[config.mk]
export PLATFORM = sky130hd
export DESIGN_NAME = dm_arb_ctrl
export DESIGN_NICKNAME = d
export VERILOG_FILES = /design/src/rtl/dm_pkg.sv /design/src/rtl/dm_lane_unit.sv /design/src/rtl/dm_arb_ctrl.sv
export SDC_FILE = /design/constraint.sdc
export NUM_CORES = 1
export LEC_CHECK = 0
export CAP_MARGIN = 25
export CORE_UTILIZATION = 36
export CTS_CLUSTER_SIZE = 28
export DETAILED_ROUTE_END_ITERATION = 10
export GPL_ROUTABILITY_DRIVEN = 0
export PLACE_DENSITY = 0.74
export REMOVE_ABC_BUFFERS = 1
export SYNTH_ARGS = -nofsm -noshare
export SYNTH_HDL_FRONTEND = slang
export SYNTH_SLANG_ARGS = --single-unit
[constraint.sdc]
create_clock -name clk -period 2.5 [get_ports clk]
set_input_delay 0.25 -clock clk [delete_from_list [all_inputs] [get_ports clk]]
set_output_delay 0.25 -clock clk [all_outputs]
set_load 0.02 [all_outputs]
[src/rtl/dm_pkg.sv]
// Shared encodings and the latched-access record for the data-memory access controller.
package dm_pkg;

  typedef enum logic [1:0] {
    SZ_BYTE = 2'b00,
    SZ_HALF = 2'b01,
    SZ_WORD = 2'b10,
    SZ_RSVD = 2'b11
  } size_e;

  typedef enum logic [1:0] {
    IDLE   = 2'd0,
    ACCESS = 2'd1,
    WRITE  = 2'd2,
    RESP   = 2'd3
  } state_e;

  typedef struct packed {
    logic        wr;
    size_e       size;
    logic        sext;
    logic [1:0]  lane;
    logic        port;
    logic        err;
    logic [31:0] wdata;
  } acc_t;

  // Reserved size is never a legal access.
  function automatic logic misaligned(input size_e sz, input logic [1:0] a);
    case (sz)
      SZ_BYTE: return 1'b0;
      SZ_HALF: return a[0];
      SZ_WORD: return |a;
      default: return 1'b1;
    endcase
  endfunction

endpackage

[src/rtl/dm_lane_unit.sv]
// Byte-lane steering: load extraction with sign/zero extension, and sub-word store merge.
module dm_lane_unit
  import dm_pkg::*;
(
  input  size_e       size,
  input  logic        sext,
  input  logic [1:0]  lane,
  input  logic [31:0] word,
  input  logic [31:0] wdata,
  output logic [31:0] ldata,
  output logic [31:0] merged
);

  logic [3:0][7:0] wb;
  logic [3:0][7:0] mb;
  logic [7:0]      b;
  logic [15:0]     h;

  assign wb = word;

  always_comb begin
    b = wb[lane];
    h = lane[1] ? word[31:16] : word[15:0];
    case (size)
      SZ_BYTE: ldata = {{24{sext & b[7]}}, b};
      SZ_HALF: ldata = {{16{sext & h[15]}}, h};
      default: ldata = word;
    endcase
  end

  // Little-endian: lane k is bits [8k+7:8k]; a half store feeds wdata bytes 0/1 into lanes 2k/2k+1.
  for (genvar k = 0; k < 4; k++) begin : g_lane
    localparam logic [1:0] K = 2'(k);
    logic hit;
    assign hit   = (size == SZ_BYTE && lane == K) || (size == SZ_HALF && lane[1] == K[1]);
    assign mb[k] = !hit ? wb[k] : (size == SZ_BYTE ? wdata[7:0] : wdata[8*(k%2) +: 8]);
  end

  assign merged = mb;

endmodule

[src/rtl/dm_arb_ctrl.sv]
// Two-port arbiter and access sequencer in front of a word-wide data memory:
// sub-word loads are extracted, sub-word stores are done as read-modify-write.
module dm_arb_ctrl
  import dm_pkg::*;
#(
  parameter int AW    = 10,
  parameter bit RR_EN = 1'b1
) (
  input  logic          clk,
  input  logic          rst_n,
  input  logic          p0_req,
  input  logic          p0_wr,
  input  logic [1:0]    p0_size,
  input  logic          p0_sext,
  input  logic [AW-1:0] p0_addr,
  input  logic [31:0]   p0_wdata,
  output logic          p0_gnt,
  output logic          p0_done,
  output logic          p0_err,
  input  logic          p1_req,
  input  logic          p1_wr,
  input  logic [1:0]    p1_size,
  input  logic          p1_sext,
  input  logic [AW-1:0] p1_addr,
  input  logic [31:0]   p1_wdata,
  output logic          p1_gnt,
  output logic          p1_done,
  output logic          p1_err,
  output logic [31:0]   rdata,
  output logic [AW-1:0] mem_addr,
  output logic [31:0]   mem_din,
  output logic          mem_we,
  input  logic [31:0]   mem_dout
);

  state_e        state, state_nxt;
  acc_t          acc, acc_nxt;
  logic          rr_last, win, any_req, grant, sub_st;
  logic [AW-1:0] addr_sel;
  logic [31:0]   ldata, merged;

  assign any_req = p0_req | p1_req;
  assign grant   = rst_n & any_req & (state == IDLE);
  assign sub_st  = acc.wr & (acc.size != SZ_WORD);

  // rr_last records the port served last; under contention the other one wins.
  always_comb begin
    if (p0_req && p1_req) win = RR_EN ? ~rr_last : 1'b0;
    else                  win = p1_req;
  end

  always_comb begin
    addr_sel      = win ? p1_addr : p0_addr;
    acc_nxt.wr    = win ? p1_wr : p0_wr;
    acc_nxt.size  = size_e'(win ? p1_size : p0_size);
    acc_nxt.sext  = win ? p1_sext : p0_sext;
    acc_nxt.wdata = win ? p1_wdata : p0_wdata;
    acc_nxt.lane  = addr_sel[1:0];
    acc_nxt.port  = win;
    acc_nxt.err   = misaligned(acc_nxt.size, addr_sel[1:0]);
  end

  always_comb begin
    state_nxt = state;
    mem_we    = 1'b0;
    case (state)
      IDLE:   if (any_req) state_nxt = acc_nxt.err ? RESP : ACCESS;
      ACCESS: begin
        mem_we    = acc.wr & (acc.size == SZ_WORD);
        state_nxt = sub_st ? WRITE : RESP;
      end
      WRITE:  begin
        mem_we    = 1'b1;
        state_nxt = RESP;
      end
      default: state_nxt = IDLE;
    endcase
    p0_gnt = grant & ~win;
    p1_gnt = grant & win;
  end

  assign p0_done = (state == RESP) & ~acc.port;
  assign p1_done = (state == RESP) & acc.port;
  assign p0_err  = p0_done & acc.err;
  assign p1_err  = p1_done & acc.err;

  dm_lane_unit u_lane (
    .size   (acc.size),
    .sext   (acc.sext),
    .lane   (acc.lane),
    .word   (mem_dout),
    .wdata  (acc.wdata),
    .ldata  (ldata),
    .merged (merged)
  );

  always_ff @(posedge clk or negedge rst_n) begin
    if (!rst_n) begin
      state    <= IDLE;
      rr_last  <= 1'b1;
      acc      <= '0;
      rdata    <= '0;
      mem_addr <= '0;
      mem_din  <= '0;
    end else begin
      state <= state_nxt;
      if (grant) begin
        acc      <= acc_nxt;
        rr_last  <= win;
        mem_addr <= {addr_sel[AW-1:2], 2'b00};
        mem_din  <= acc_nxt.wdata;
      end
      // mem_din already holds wdata for a word store; sub-word stores swap in the merged word for WRITE.
      if (state == ACCESS) begin
        if (!acc.wr)     rdata   <= ldata;
        else if (sub_st) mem_din <= merged;
      end
    end
  end

endmodule

== Word level (Yosys, flattened, before mapping) ==
Index checks and enable logic that the tools add are counted.

* Flip-flop bits (word level): 99
* Input bits: 128
* Output and inout bits: 81
* Logic and storage cells: 85

* Magnitude comparators: 1
* Eq/ne operators: 12
* Multiplexer cells: 25
* Bitwise logic cells: 18
* Reduce and logical (&&, ||, !) cells: 17

{| class="wikitable"
|+ Operators with widths
! cell !! number
|-
| $mux W32 || 5
|-
| $pmux W32 S2 || 1
|-
| $mux W8 || 6
|-
| $bmux W8 S2 || 1
|-
| $mux W16 || 1
|-
| $and A1 B1 Y1 || 12
|-
| $eq A2 B2 Y1 const B || 6
|-
| $mux W10 || 1
|-
| $eq A2 B1 Y1 const B || 4
|-
| $logic_not A2 Y1 || 4
|-
| $logic_and A1 B1 Y1 || 7
|-
| $mux W2 || 3
|-
| $pmux W2 S3 || 1
|-
| $not A1 Y1 || 5
|-
| $logic_or A1 B1 Y1 || 4
|-
| $mux W1 || 4
|-
| $ne A2 B2 Y1 const B || 2
|-
| $lt A2 B3 Y1 const B || 1
|-
| $pmux W1 S3 || 1
|-
| $pmux W1 S2 || 1
|-
| $reduce_and A2 Y1 || 1
|-
| $reduce_or A2 Y1 || 1
|-
| $or A1 B1 Y1 || 1
|}

== Logic depth before layout (Yosys ltp) ==
Gate-level depths: netlist of the first run.

* Word-level depth: 8
* Mapped depth: 9
* Depth with buffers taken out: 6

== By module ==
A second synthesis of the first run with hierarchy kept.

* Cell total of the unflattened synthesis: 627
* Area, all modules: 6,341.1 um^2

{| class="wikitable"
|+ Modules (own cells, without submodules)
! module !! instances !! cells each !! area each (um^2) !! sequential area each (um^2)
|-
| dm_arb_ctrl || 1 || 446 || 4,978.5 || 2,879.0
|-
| dm_lane_unit || 1 || 181 || 1,362.6 || 0.0
|}

== Worst setup path before layout of the first run ==
Ideal clock, no wire load.

* Path kind: register to register
* Start: register state[0]
* End: register mem_din[16]
* Setup time: 87 ps
* Data arrival time: 1,781 ps
* Data required time: 2,413 ps
* Slack: 632 ps
* Stages on the path, launching flop included: 9
* Path through: dfrtp_1 inv_1 ha_1 buf_2 nand3_1 a21oi_1 clkbuf_1 nand2_1 a22oi_1

* Cells in the longest elaborated chain, start to end: 6
* Elaborated cells on any way between the ends: 7
* Classes of those cells: eq/ne: 1; mux: 4; bitwise: 1; reduce/logical: 1

{| class="wikitable"
|+ RTL lines
! element !! line !! text
|-
| start, declared || dm_arb_ctrl.sv:36 || <nowiki>state_e state, state_nxt;</nowiki>
|-
| start signal, assigned || dm_arb_ctrl.sv:106 || <nowiki>state <= state_nxt;</nowiki>
|-
| $logic_not A2 Y1 || dm_arb_ctrl.sv:43 || <nowiki>assign grant = rst_n & any_req & (state == IDLE);</nowiki>
|-
| $and A1 B1 Y1 || dm_arb_ctrl.sv:43 ||
|-
| $mux W32 || dm_arb_ctrl.sv:107 || <nowiki>if (grant) begin</nowiki>
|-
| $mux W32 || dm_arb_ctrl.sv:116 || <nowiki>else if (sub_st) mem_din <= merged;</nowiki>
|-
| $mux W32 || dm_arb_ctrl.sv:115 || <nowiki>if (!acc.wr) rdata <= ldata;</nowiki>
|-
| $mux W32 * || dm_arb_ctrl.sv:114 || <nowiki>if (state == ACCESS) begin</nowiki>
|-
| end signal, assigned || dm_arb_ctrl.sv:111 || <nowiki>mem_din <= acc_nxt.wdata;</nowiki>
|-
| end signal, assigned || dm_arb_ctrl.sv:116 ||
|-
| end, declared || dm_arb_ctrl.sv:31 || <nowiki>output logic [31:0] mem_din,</nowiki>
|}

Every way passes the cells marked *; elsewhere a longest branch is shown, timed or not.
A chain may end at the register's enable or synchronous reset.

== Final worst setup path of the first run ==
* Start: register state[1]
* End: output port mem_we

* Cells in the longest elaborated chain, start to end: 2
* Elaborated cells on any way between the ends: 3
* Classes of those cells: eq/ne: 2; mux: 1

{| class="wikitable"
|+ RTL lines
! element !! line !! text
|-
| $eq A2 B2 Y1 or $eq A2 B1 Y1 (tied branches) || dm_arb_ctrl.sv:66 || <nowiki>case (state)</nowiki>
|-
| $pmux W1 S2 * || dm_arb_ctrl.sv:66 ||
|-
| end, declared || dm_arb_ctrl.sv:32 || <nowiki>output logic mem_we,</nowiki>
|}

Marked as above.

==> run metrics, run 1 <==
Nets 890; R2R setup slack 0.32 ns; unrepaired setup endpoints after global routing no; Seq/Total Area, Yosys 0.465; CP Cell Sequence inv_1, ha_1, nand2_1, nor2_1, o21a_1, clkdlybuf4s50_1; CP max FO 5; R2R depth 4; setup tns final 0 ns; # rows 44; drt pass-1 iters 5; first-pass GRT wire length 28400 um; Routed WL about 19000 um; top post-synthesis cells by count dfrtp_1 (98), nand2_1 (90), a21oi_1 (58), a22oi_1 (39), o21ai_0 (32); max_cap viols 0; CTS clk-pin slew, worst paths 0.07 ns; combinational power share 0.542; Total GRT Usage 0.250; final worst setup slack 0.125 ns; Clock Power Share 0.151; worst r2r dst mem_din[31]; Netlist cell types 44; core area 14500 um2; crit path kind reg -> out; FF+latch count, synth 99; DRC viols 0; post-CTS setup buffer count 0; Synth Warn # 0; vias 5368; DP HPWL 13900 um; Mapped Area 5330 um2; Die ar. about 15000 um2; Avg Cell Area, Syn 9.45 um2; Mapped Cells 564; VDD IR max 505 uV; number of DRC markers in iteration 0 just under 400; DP Worst Slack 0.306 ns; insertion delay to the later sink of the worst-skew pair ~0.35 ns; CTS HTree Levels 3; Setup-failing EPs final 0; clock root cell clkbuf_16; via/cell ratio 5.67; post-route cell area 7940 um2; worst path arrival time 2.12 ns; switching power roughly 4200 uW; WL/cell 19.8 um; delay-heaviest family, CP buffers and inverters; asr flop ratio synth 1.00; fin. max-slew vios 0; share of layout cells above drive strength 1 0.0774; clk buf depth 2; Antenna diodes 0; top-count cell post-synth dfrtp_1; placed inst area 7610 um2; final period utilization 0.950; Hold Path Class in -> async; cell type with the largest total area after synthesis dfrtp_1; Yosys top cell area share 0.460; Sw Share 0.421; Final Non-Filler Cells 946; CP Capture Type output port; die height 124 um; Static Leak 0.00333 uW; crit path buf inv count 2; worst slew pin tran between 0.7 and 0.8 ns; vias in the first global route 5320; # IOs around 210; EDFF count, synth 0; Synth area leaders dfrtp_1 (46%), nand2_1 (6.3%), a22oi_1 (5.5%); Die Wd 124 um; pwr/cell area 1260 nW/um2; worst r2r src acc[37]; final global-route overflow total 0; Main synth FF type dfrtp_1; Cells after DPL approximately 930; slew margin rel. 0.486; input/output buffers 206; slowest stage delay, CP 0.61 ns; startpoint class of the critical path flop; fmax 0.421 GHz; maximum number of pins on one net before global-route repair 69; number of CTS-inserted buffers 9; Final min period ~2.4 ns; CTS Sinks 99; CTS tree done; Int Power 5790 uW; Initial Util 0.368; status complete, no violations; Reg power frac 0.307; ANT nets after route 0; final hold viol count 0; area grow syn2layout 49.0%; critical path required time around 2.3 ns; worst clock skew 0.00806 ns; Worst path slowest cell clkdlybuf4s50_1; initial antenna violation count 0
==> metrics by stage <==
stage | hold slack, ns | power [uW] | utilization
after floorplan | -0.0456 | 5990 | -
after global placement | 0.0682 | 8290 | 0.525
after detailed placement | 0.0691 | 8490 | 0.525
after CTS | 0.227 | 10000 | 0.548
after global routing | 0.256 | 10700 | 0.548
final | 0.249 | 10000 | 0.548
==> cell type report <==
cell class	count	area [um2]
flip-flops and latches	99	2480
repair buffers	229	2250
clock inverters	4	73.8
well taps	184	230
fillers	1276	6540
multi-input cells	402	2600
clock buffers	12	246
inverters	16	60.1
==> power by group through the flow <==
stage,combinational [uW],clock [uW],sequential [uW]
global placement,5250,0,3040
CTS,5430,1550,3060
global route,5900,1600,3170
finish,5420,1510,3070
detailed placement,5410,0,3080
floorplan,2330,0,3650
==> logic make-up (layout without fill, tap and decap cells) <==
| logic type | after synthesis | count (layout) | synth area share |
|---|---|---|---|
| mux | 38 | 38 | 0.0761 |
| simple gates | 141 | 141 | 0.114 |
| flops | 99 | 99 | 0.465 |
| other cells | 1 | 2 | 0.000704 |
| compound gates | 216 | 216 | 0.281 |
| buf+inv | 64 | 261 | 0.0519 |
| fa+ha+maj | 5 | 5 | 0.0117 |
==> timing repair <==
action,in CTS,in global routing
endpoints found under the hold margin,3,0
resized for setup,0,1
hold buffers,1,0
setup endpoints to repair,0,1
==> layout by cell type, fill, tap and decap left out, drive strengths merged, types with 2 or more instances in the layout <==
cell             n
nand2b           4
buf             23
conb             2
a221oi          17
a32oi           16
dfrtp           98
a21o             2
o21a             6
a21oi           58
a22oi           39
nor2            27
mux2            10
mux2i           27
ha               5
nor2b            6
a22o             7
o211ai          17
bufinv           2
o22ai            2
o21ai           34
nand2           90
nor3             2
clkdlybuf4s50  205
clkinv           2
a31oi            2
inv             16
clkbuf          12
and3            10
a222oi          10
==> worst max path at each step <==
stage               cells past startpoint  startpoint          end
floorplan                               3     acc[38]  mem_din[16]
global placement                        4     acc[37]  mem_din[31]
detailed placement                      6      p0_req  mem_din[12]
CTS                                     5    state[0]       p0_gnt
global route                            5    state[0]       p0_gnt
finish                                  6    state[1]       mem_we
==> worst reg2reg max path, cell delays in order (launching register included) <==
cell     delay, ns
dfrtp_1       0.59
nor2_2        0.51
mux2_2        0.44
mux2i_1       0.35
a22oi_1       0.15
==> state kept, by name, indices dropped and copies added, names as in the netlist <==
signal,cells
rr_last,1
rdata,32
mem_addr,8
state,2
mem_din,32
acc,24
==> layer usage <==
layer / up-vias / share of wire / track usage
met2: 257 / 0.47 / 0.403
met1: 2604 / 0.42 / 0.318
met5: - / 0 / 0
met4: 0 / 0.027 / 0.105
met3: 30 / 0.085 / 0.0609
li1: 2477 / - / -
(Power assumes the default switching activity.)
==> run 2: changes to the inputs <==
clock period = 3.05 ns   (was 2.5 ns; I/O delays follow)
==> run 2 against run 1 <==
Worst hold slack worse by 0.19 ns. Clock power is 29% lower. Die area unchanged. Worst setup slack gained 0.40 ns. Total power shrank 20%. Critical endpoint is now p0_gnt. Largest power group unchanged.
==> run metrics, run 2 (synthesis results as in run 1) <==
crit path buf inv count 2; CP max FO 8; unrepaired setup endpoints after global routing no; die height 124 um; critical path required time 2.74 ns; maximum number of pins on one net before global-route repair 71; R2R setup slack 0.58 ns; WL/cell 20.2 um; Tot Pwr 7960 uW; Total GRT Usage 0.245; vias around 5300; Hold Path Class in -> async; number of DRC markers in iteration 0 343; core area between 10000 and 15000 um2; via/cell ratio 5.66; DP HPWL 13700 um; final period utilization 0.826; Die ar. 15300 um2; Routed WL 18800 um; DRC viols 0; pwr/cell area 1020 nW/um2; input/output buffers 206; Worst path depth 5; CTS clk-pin slew, worst paths 0.07 ns; startpoint class of the critical path flop; VDD IR max 557 uV; Nets 878; worst clock skew 0.00900 ns; post-CTS setup buffer count 0; Antenna diodes 0; CP Capture Type output port; CP endpoint p0_gnt; Initial Util 0.368; area grow syn2layout 46.3%; status complete, no violations; ANT nets after route 0; initial antenna violation count 0; post-cts hold buffer count 0; setup tns final 0 ns; fin. max-slew vios 0; clk buf depth 2; fmax 0.397 GHz; CP Cell Sequence inv_1, ha_1, nand3_1, a21oi_4, clkdlybuf4s50_1; R2R depth 4; CTS HTree Levels 3; Worst path slowest cell clkdlybuf4s50_1; first-pass GRT wire length 27800 um; Final min period 2.52 ns; delay-heaviest family, CP buffers and inverters; final global-route overflow total 0; drt pass-1 iters 6; worst path arrival time 2.21 ns; # rows 44; Largest regs mem_din x32, rdata x32, acc x24; cells resized by post-CTS repair 0; worst r2r dst mem_din[31]; final hold viol count 0; leading cell types in the layout, fill and taps excluded clkdlybuf4s50_1 (205), dfrtp_1 (98), nand2_1 (90); slew margin rel. 0.475; worst slew pin tran between 0.7 and 0.8 ns; number of CTS-inserted buffers 9; Worst Setup SP state[0]; final hold slack 0.0564 ns; most common cell after layout, fill and taps aside clkdlybuf4s50_1; slowest stage delay, CP 0.63 ns; CTS tree done; CTS Sinks slightly below 100; crit path kind reg -> out; clock root cell clkbuf_16; # IOs roughly 210; vias in the first global route 5142; share of layout cells above drive strength 1 0.0640; insertion delay to the later sink of the worst-skew pair 0.35 ns; max_cap viols 0; Setup-failing EPs final 0; Static Leak 0.00324 uW; Die Wd 124 um; worst r2r src acc[35]
## run 2: through the flow
stage | worst slack, ns | utilization | instance area [um2] | cells
floorplan | -0.430 | - | 5120 | 517
finish | 0.530 | 0.538 | 7790 | 934
CTS | 0.545 | 0.538 | 7790 | 934
global placement | 0.626 | 0.520 | 7520 | 918
detailed placement | 0.595 | 0.520 | 7520 | 918
global route | 0.406 | 0.538 | 7790 | 934
## run 2: worst min-delay path by stage
stage	start	endpoint
6_report	rst_n	mem_din[28]
3_5_place_dp	rst_n	acc[33]
4_1_cts	rst_n	mem_din[28]
3_3_place_gp	rst_n	mem_din[28]
5_1_grt	rst_n	mem_din[28]
2_1_floorplan	rst_n	acc[0]
## run 2: worst register-to-register path, stage by stage, from the launching register on
cell	delay (ns)
dfrtp_1	0.65
nor2b_1	0.50
o21a_1	0.55
mux2i_1	0.45
a22oi_1	0.16
## run 2: metal layers
layer | wire, um | up-vias | GRT usage
li1 | - | 2451 | -
met1 | 7660 | 2543 | 0.309
met2 | 8810 | 254 | 0.391
met3 | 1780 | 37 | 0.0655
met4 | 595 | 0 | 0.114
met5 | 0 | - | 0
## run 2: report_power, final
| group | total, uW | internal, uW | switching (uW) |
|---|---|---|---|
| Clock | 1070 | 554 | 518 |
| Sequential | 2500 | 1960 | 536 |
| Combinational | 4380 | 1980 | 2400 |
## run 2: final cells by class
class | count | area [um2]
repair buffers | 217 | 2150
inverters | 16 | 60.1
clock inverters | 6 | 42.5
flip-flops and latches | 99 | 2480
fillers | 1264 | 6680
well taps | 184 | 230
clock buffers | 10 | 229
multi-input cells | 402 | 2600
==> run 3: changes to the inputs <==
clock period = 2.56 ns   (was 3.05 ns; I/O delays follow)
==> run 3 against run 2 <==
Total power up 23%. Sequential share of layout area decreased by 0.51 points. Highest routed layer unchanged. Worst setup slack worse by 0.42 ns. Critical endpoint unchanged.
==> run metrics, run 3 (synthesis results as in run 1) <==
most common cell after layout, fill and taps aside clkdlybuf4s50_1; R2R setup slack 0.38 ns; Routed WL 18900 um; maximum number of pins on one net before global-route repair 69; Initial Util 0.368; insertion delay to the later sink of the worst-skew pair 0.36 ns; Nets 889; via/cell ratio between 5 and 6; fin. max-slew vios 0; DRC viols 0; Total GRT Usage 0.251; area grow syn2layout 48.6%; pwr/cell area about 1200 nW/um2; initial antenna violation count 0; Die ar. ~15000 um2; Final min period 2.45 ns; CP Capture Type output port; CTS Sinks 99; post-cts hold buffer count 1; worst slew pin tran approximately 0.68 ns; core area 14500 um2; DP HPWL 14100 um; CTS clk-pin slew, worst paths 0.07 ns; Hold Path Class in -> async; vias in the first global route about 5300; Tot Pwr 9750 uW; slew margin rel. 0.548; CP max FO 8; Antenna diodes 0; # rows between 40 and 50; CTS tree done; critical path required time 2.30 ns; share of layout cells above drive strength 1 0.0763; clk buf depth 2; post-route cell area 7920 um2; Largest regs mem_din x32, rdata x32, acc x24; number of CTS-inserted buffers 9; CTS HTree Levels 3; startpoint class of the critical path flop; vias approximately 5500; ANT nets after route 0; post-CTS setup buffer count 0; drt pass-1 iters 7; Filler cells 1263; max_cap viols 0; fmax 0.409 GHz; crit path kind reg -> out; placed inst area 7600 um2; Final Core Density 0.547; Static Leak 0.00332 uW; worst r2r dst mem_din[12]; final hold viol count 0; worst path arrival time ~2.2 ns; worst clock skew 0.00796 ns; # IOs 209; worst r2r src state[0]; Setup-failing EPs final 0; WL/cell 20.0 um; setup tns final 0 ns; leading cell types in the layout, fill and taps excluded clkdlybuf4s50_1 (205), dfrtp_1 (98), nand2_1 (90); final global-route overflow total 0; status complete, no violations; die height 124 um; clock root cell clkbuf_16; input/output buffers 206; first-pass GRT wire length ~28000 um; unrepaired setup endpoints after global routing no; VDD IR max 634 uV; number of DRC markers in iteration 0 500; cells resized by post-CTS repair 0; R2R depth 7; Die Wd about 120 um; final period utilization 0.955
## run 3: cell count changes in the layout (fill, tap and decap cells not counted)
cell           before  now
inv_6               0    2
clkinvlp_4          2    0
buf_4              11   21
clkinv_4            2    0
bufinv_16           0    2
dlygate4sd3_1       0    1
clkbuf_1            1    0
## run 3: stage by stage
step           worst slack, ns  cells  hold slack, ns
6_report                 0.115    944           0.249
4_1_cts                 0.0956    944           0.234
3_3_place_gp             0.379    928          0.0813
3_5_place_dp             0.338    928          0.0801
5_1_grt                 0.0288    944           0.261
2_1_floorplan           -0.920    517         -0.0396
## run 3: critical path, cell delays in order (launching register included)
cell             delay [ns]
dfrtp_1                0.44
inv_1                  0.11
ha_1                   0.30
nand3_1                0.16
a21oi_4                0.18
clkdlybuf4s50_1        0.63
## run 3: worst max-delay path by stage
stage / from / end / depth (start not counted)
6_report: state[0] / p0_gnt / 5
5_1_grt: state[0] / p0_gnt / 5
4_1_cts: state[0] / p0_gnt / 5
3_5_place_dp: p0_req / mem_din[12] / 6
3_3_place_gp: p1_req / p1_gnt / 4
2_1_floorplan: acc[38] / mem_din[16] / 3
## run 3: metal layers
| metal | up-vias | wire, um | global-route usage |
|---|---|---|---|
| met5 | - | 0 | 0 |
| met4 | 0 | 668 | 0.120 |
| met3 | 39 | 1570 | 0.0627 |
| met2 | 279 | 8900 | 0.405 |
| met1 | 2673 | 7750 | 0.314 |
| li1 | 2477 | - | - |
## run 3: report_power, final
group          total [uW]  internal [uW]  switching [uW]
logic                5310           2430            2880
clock network        1480            855             621
registers            2960           2340             625
total                9750           5620            4130
## run 3: layout make-up
class | instances | area [um2] | share of cell area
clock buffer | 9 | 225 | 0.0284
tap | 184 | 230 | 0.0291
clock inverter | 6 | 87.6 | 0.0111
sequential | 99 | 2480 | 0.313
multi-input combinational | 402 | 2600 | 0.328
timing repair buffer | 228 | 2240 | 0.283
inverter | 16 | 60.1 | 0.00758
==> RTL edit 1 (config.mk and constraints of run 2) <==
Reset style: synchronous (`rst_n`), changed in one clocked block.
--- a/src/rtl/dm_arb_ctrl.sv
+++ b/src/rtl/dm_arb_ctrl.sv
@@ -96,3 +96,3 @@
 
-  always_ff @(posedge clk or negedge rst_n) begin
+  always_ff @(posedge clk) begin
     if (!rst_n) begin
Check against the original RTL: differs if rst_n is asserted again (counterexample within 4 cycles, from zero or initial values and one cycle with rst_n low); with rst_n held inactive, the same outputs for 4 cycles.
==> RTL edit 1 against run 2 <==
- register-to-register slack better by 0.07 ns
- sequential cell count unchanged
- total power decreased by 20%
- critical path depth unchanged
- cell area down 0.63%
- final cell count rose by 4.4%
- synthesized cell count grew 8.0%
- routed wire length increased by 2.4%
- setup slack gained 0.085 ns
- synthesized area fell by 1.6%
- global-route usage is 1.2 points higher
- critical path type unchanged
==> RTL edit 1: results (changes against run 2) <==
largest cells by area after synthesis: dfxtp_1, mux2i_1, o21ai_0
RR Startpoint: acc[35]
Worst Tran Pin Value: 0.9531 ns (+0.1660 ns)
layout cell share with drive strength beyond 1: 0.07296 (+0.008956)
First-pass DRT Iterations: 7 (+1)
post-synthesis sequential area ratio: 0.3779 (-0.08727)
largest net degree at the start of global routing: 50 (-30%)
Post-synth top cells: dfxtp_1, nor2_1, o21ai_0, nand2_1, mux2i_1
Main synth FF type: dfxtp_1
CP startpoint: state[0]
clock skew: 0.008113 ns (-0.0008839 ns)
arrival time worst endpoint: 2.13 ns (-0.08 ns)
met2 WL post-DR: 9.224 mm (+4.7%)
vias per std cell: 5.769 (+2.0%)
status: complete, no violations
peak supply drop: 0.4770 mV (-14%)
leak pwr: 0.002857 uW (-12%)
GRT Overall Usage: 0.2571 (+0.01184)
delay of the slowest critical-path stage: 0.66 ns (+0.03 ns)
Metal-1 WL: 7.510 mm (-2.0%)
first-pass GRT wire length: 29.33 mm (+5.3%)
Met3 Wirelength: 2.005 mm (+13%)
count of different cell masters after synthesis: 53 (+20%)
Setup Slack @ Placement: 0.6299 ns (+0.03529 ns)
final net count: 924 (+5.2%)
Async SR Flop Fraction: 0 (-1.000)
critical path peak fanout: 9 (+1)
number of global-route vias before repair: 5542 (+7.8%)
# fillers: 1294 (+2.4%)
Initial DRC Count: 438 (+28%)
HP Class: flip-flop to flip-flop
post-DP HPWL: 14.30 mm (+4.4%)
-- RTL edit 1: changes by cell type in the layout (fill, tap and decap cells not counted), sizes merged, moves of 24 or more --
cell	before	now
a211oi	0	26
a22oi	39	8
dfrtp	98	0
dfxtp	0	99
nand2	90	50
nor2	27	54
o21ai	34	58
-- RTL edit 1: final cells by class --
type                    instances  area [um2]  area share
multi-input cells             452        2988      0.3857
inverters                       6       22.52    0.002907
flip-flops and latches         99        1982      0.2559
repair buffers                223        2197      0.2836
clock buffers                  10       229.0     0.02956
clock inverters                 5       102.6     0.01324
well taps                     180       225.2     0.02907
-- RTL edit 1: cell families (layout without fill, tap and decap cells) --
kind of cell | count (synthesis) | in the layout | share of synthesized area
AO/OA/AOI/OAI | 220 | 220 | 0.2865
adder cells (fa/ha/maj) | 5 | 5 | 0.01193
buffers and inverters | 59 | 244 | 0.05582
flip-flops | 99 | 99 | 0.3779
multiplexers | 59 | 59 | 0.1193
other | 1 | 2 | 0.0007150
AND/OR/NAND/NOR | 166 | 166 | 0.1479
-- RTL edit 1: power by group --
part | switching [uW] | internal (uW)
Clock | 496 | 796
Combinational | 1740 | 1370
Sequential | 285 | 1680
Total | 2520 | 3840
-- RTL edit 1: worst max-delay path, delay by kind of cell, from the launching register on --
| family | cells | cell delay, ns |
|---|---|---|
| AND/OR/NAND/NOR | 1 | 0.13 |
| flip-flops | 1 | 0.35 |
| AO/OA/AOI/OAI | 1 | 0.24 |
| buffers and inverters | 2 | 0.75 |
| adder cells (fa/ha/maj) | 1 | 0.31 |
-- RTL edit 1: final timing paths --
path | end | slack (ns) | cells after the start
max reg2reg | mem_din[23] | 0.65 | 4
min reg2reg | acc[32] | 0.50 | 2
max | p0_gnt | 0.61 | 5
min | acc[32] | 0.50 | 2
-- RTL edit 1: layer usage --
metal	vias up	track usage
li1	2616	-
met4	0	0.1174
met2	300	0.4379
met3	42	0.06877
met1	2667	0.2997
met5	-	0
-- RTL edit 1: metrics by stage --
stage                     power [uW]    util  area (um2)  std cells
after floorplan                 3688       -        4979        557
after global placement          4981  0.5270        7400        959
after detailed placement        5076  0.5280        7415        960
after CTS                       6381  0.5516        7746        975
after global routing            6714  0.5516        7746        975
final                           6359  0.5516        7746        975
==> RTL edit 2 (flow settings as in run 2) <==
Without the edit above. Set the parameter `AW` to 9 (it was 10).
--- a/src/rtl/dm_arb_ctrl.sv
+++ b/src/rtl/dm_arb_ctrl.sv
@@ -5,3 +5,3 @@
 #(
-  parameter int AW    = 10,
+  parameter int AW    = 9,
   parameter bit RR_EN = 1'b1
Ports: changed (resized mem_addr, p0_addr and p1_addr); port bits go from 209 to 206. No check against the original RTL was run, so the function may have changed too.
==> RTL edit 2 against run 2 <==
- cell area is 1.3% higher
- worst hold slack improved by 0.28 ns
- routed wire length decreased by 0.18%
- total power increased by 3.3%
- setup slack worse by 0.0093 ns
- sequential cell count decreased by 1
- synthesized area about the same
- sequential share of layout area decreased by 0.71 points
- critical endpoint unchanged
- largest power group unchanged
- highest routed layer unchanged
==> RTL edit 2: results (changes against run 2) <==
status: complete, no violations
slowest CP cell: clkdlybuf4s50_1
post-DP HPWL: 13.99 mm (+2.1%)
clock skew: 0.009773 ns (+0.0007758 ns)
HP Class: input pin to async pin
Setup Slack @ Placement: 0.6336 ns (+0.03898 ns)
top cell type's share of synthesized area: 0.4559 (-0.004268)
Initial DRC Count: 587 (+71%)
critical path peak fanout: 8 (unchanged)
GR Util met3: 0.06502 (-0.0004579)
GR Layer Usage met1: 0.3198 (+0.01066)
number of global-route vias before repair: 5270 (+2.5%)
largest net degree at the start of global routing: 51 (-28%)
vias per std cell: 5.789 (+2.3%)
Met3 Wirelength: 1.726 mm (-2.9%)
Final Non-Filler Cells: 946 (+1.3%)
First-pass DRT Iterations: 5 (-1)
syn avg cell area: 9.307 um2 (-1.5%)
Metal-1 WL: 7.599 mm (-0.84%)
Multi-input gate area: 0.002620 mm2 (+0.77%)
WL/cell: 19.89 um (-1.4%)
area post-placement: 0.007557 mm2 (+0.45%)
Clock Latency Late Sink: 0.35 ns (about the same)
met2 GRT Util: 0.3958 (+0.005208)
leak pwr: 0.003273 uW (+1.0%)
largest cells by area after synthesis: dfrtp_1, nand2_1, a21oi_1
met2 WL post-DR: 8.984 mm (+2.0%)
Worst Tran Pin Value: 0.7183 ns (-0.06878 ns)
# fillers: 1271 (+0.55%)
GRT Overall Usage: 0.2490 (+0.003705)
peak supply drop: 0.5175 mV (-7.1%)
placed instance count: 929 (+1.2%)
Post-synth top cells: dfrtp_1, nand2_1, a21oi_1, clkbuf_1, a22oi_1
PortBufs: 203 (-1.5%)
post-synthesis sequential area ratio: 0.4609 (-0.004263)
post-synthesis mux area share: 0.06110 (-0.01497)
first-pass GRT wire length: 28.38 mm (+1.9%)
layout cell share with drive strength beyond 1: 0.08661 (+0.02261)
final net count: 888 (+1.1%)
post-synthesis adder-cell area fraction: 0.01175 (about the same)
post-synthesis compound-gate area fraction: 0.2931 (+0.01248)
critical path's top delay family: buffers and inverters
RTL edit 2: final timing paths:
path	from	endpoint	slack [ns]	cells past startpoint
worst max-delay path	state[0]	p0_gnt	0.52	5
worst min-delay path	rst_n	state[0]	0.34	2
worst max register to register	acc[35]	rdata[30]	0.74	5
worst min register to register	acc[9]	acc[9]	0.48	2
max in group asynchronous	rst_n	rdata[22]	1.65	4
min in group clk	acc[9]	acc[9]	0.48	2
RTL edit 2: cell type report:
type	count	share of cell area
inverters	15	0.007134
well taps	184	0.02917
clock buffers	9	0.02854
flip-flops and latches	98	0.3109
repair buffers	222	0.2796
clock inverters	7	0.01268
multi-input cells	411	0.3320
RTL edit 2: what timing repair did:
action | in CTS | in global routing
gates resized for setup | 0 | 0
hold buffers | 1 | 0
endpoints found under the hold margin | 11 | 0
RTL edit 2: power breakdown:
| part | switching, uW | total [uW] | internal, uW |
|---|---|---|---|
| sequential | 560 | 2500 | 1940 |
| clock | 527 | 1250 | 726 |
| combinational | 2450 | 4460 | 2010 |
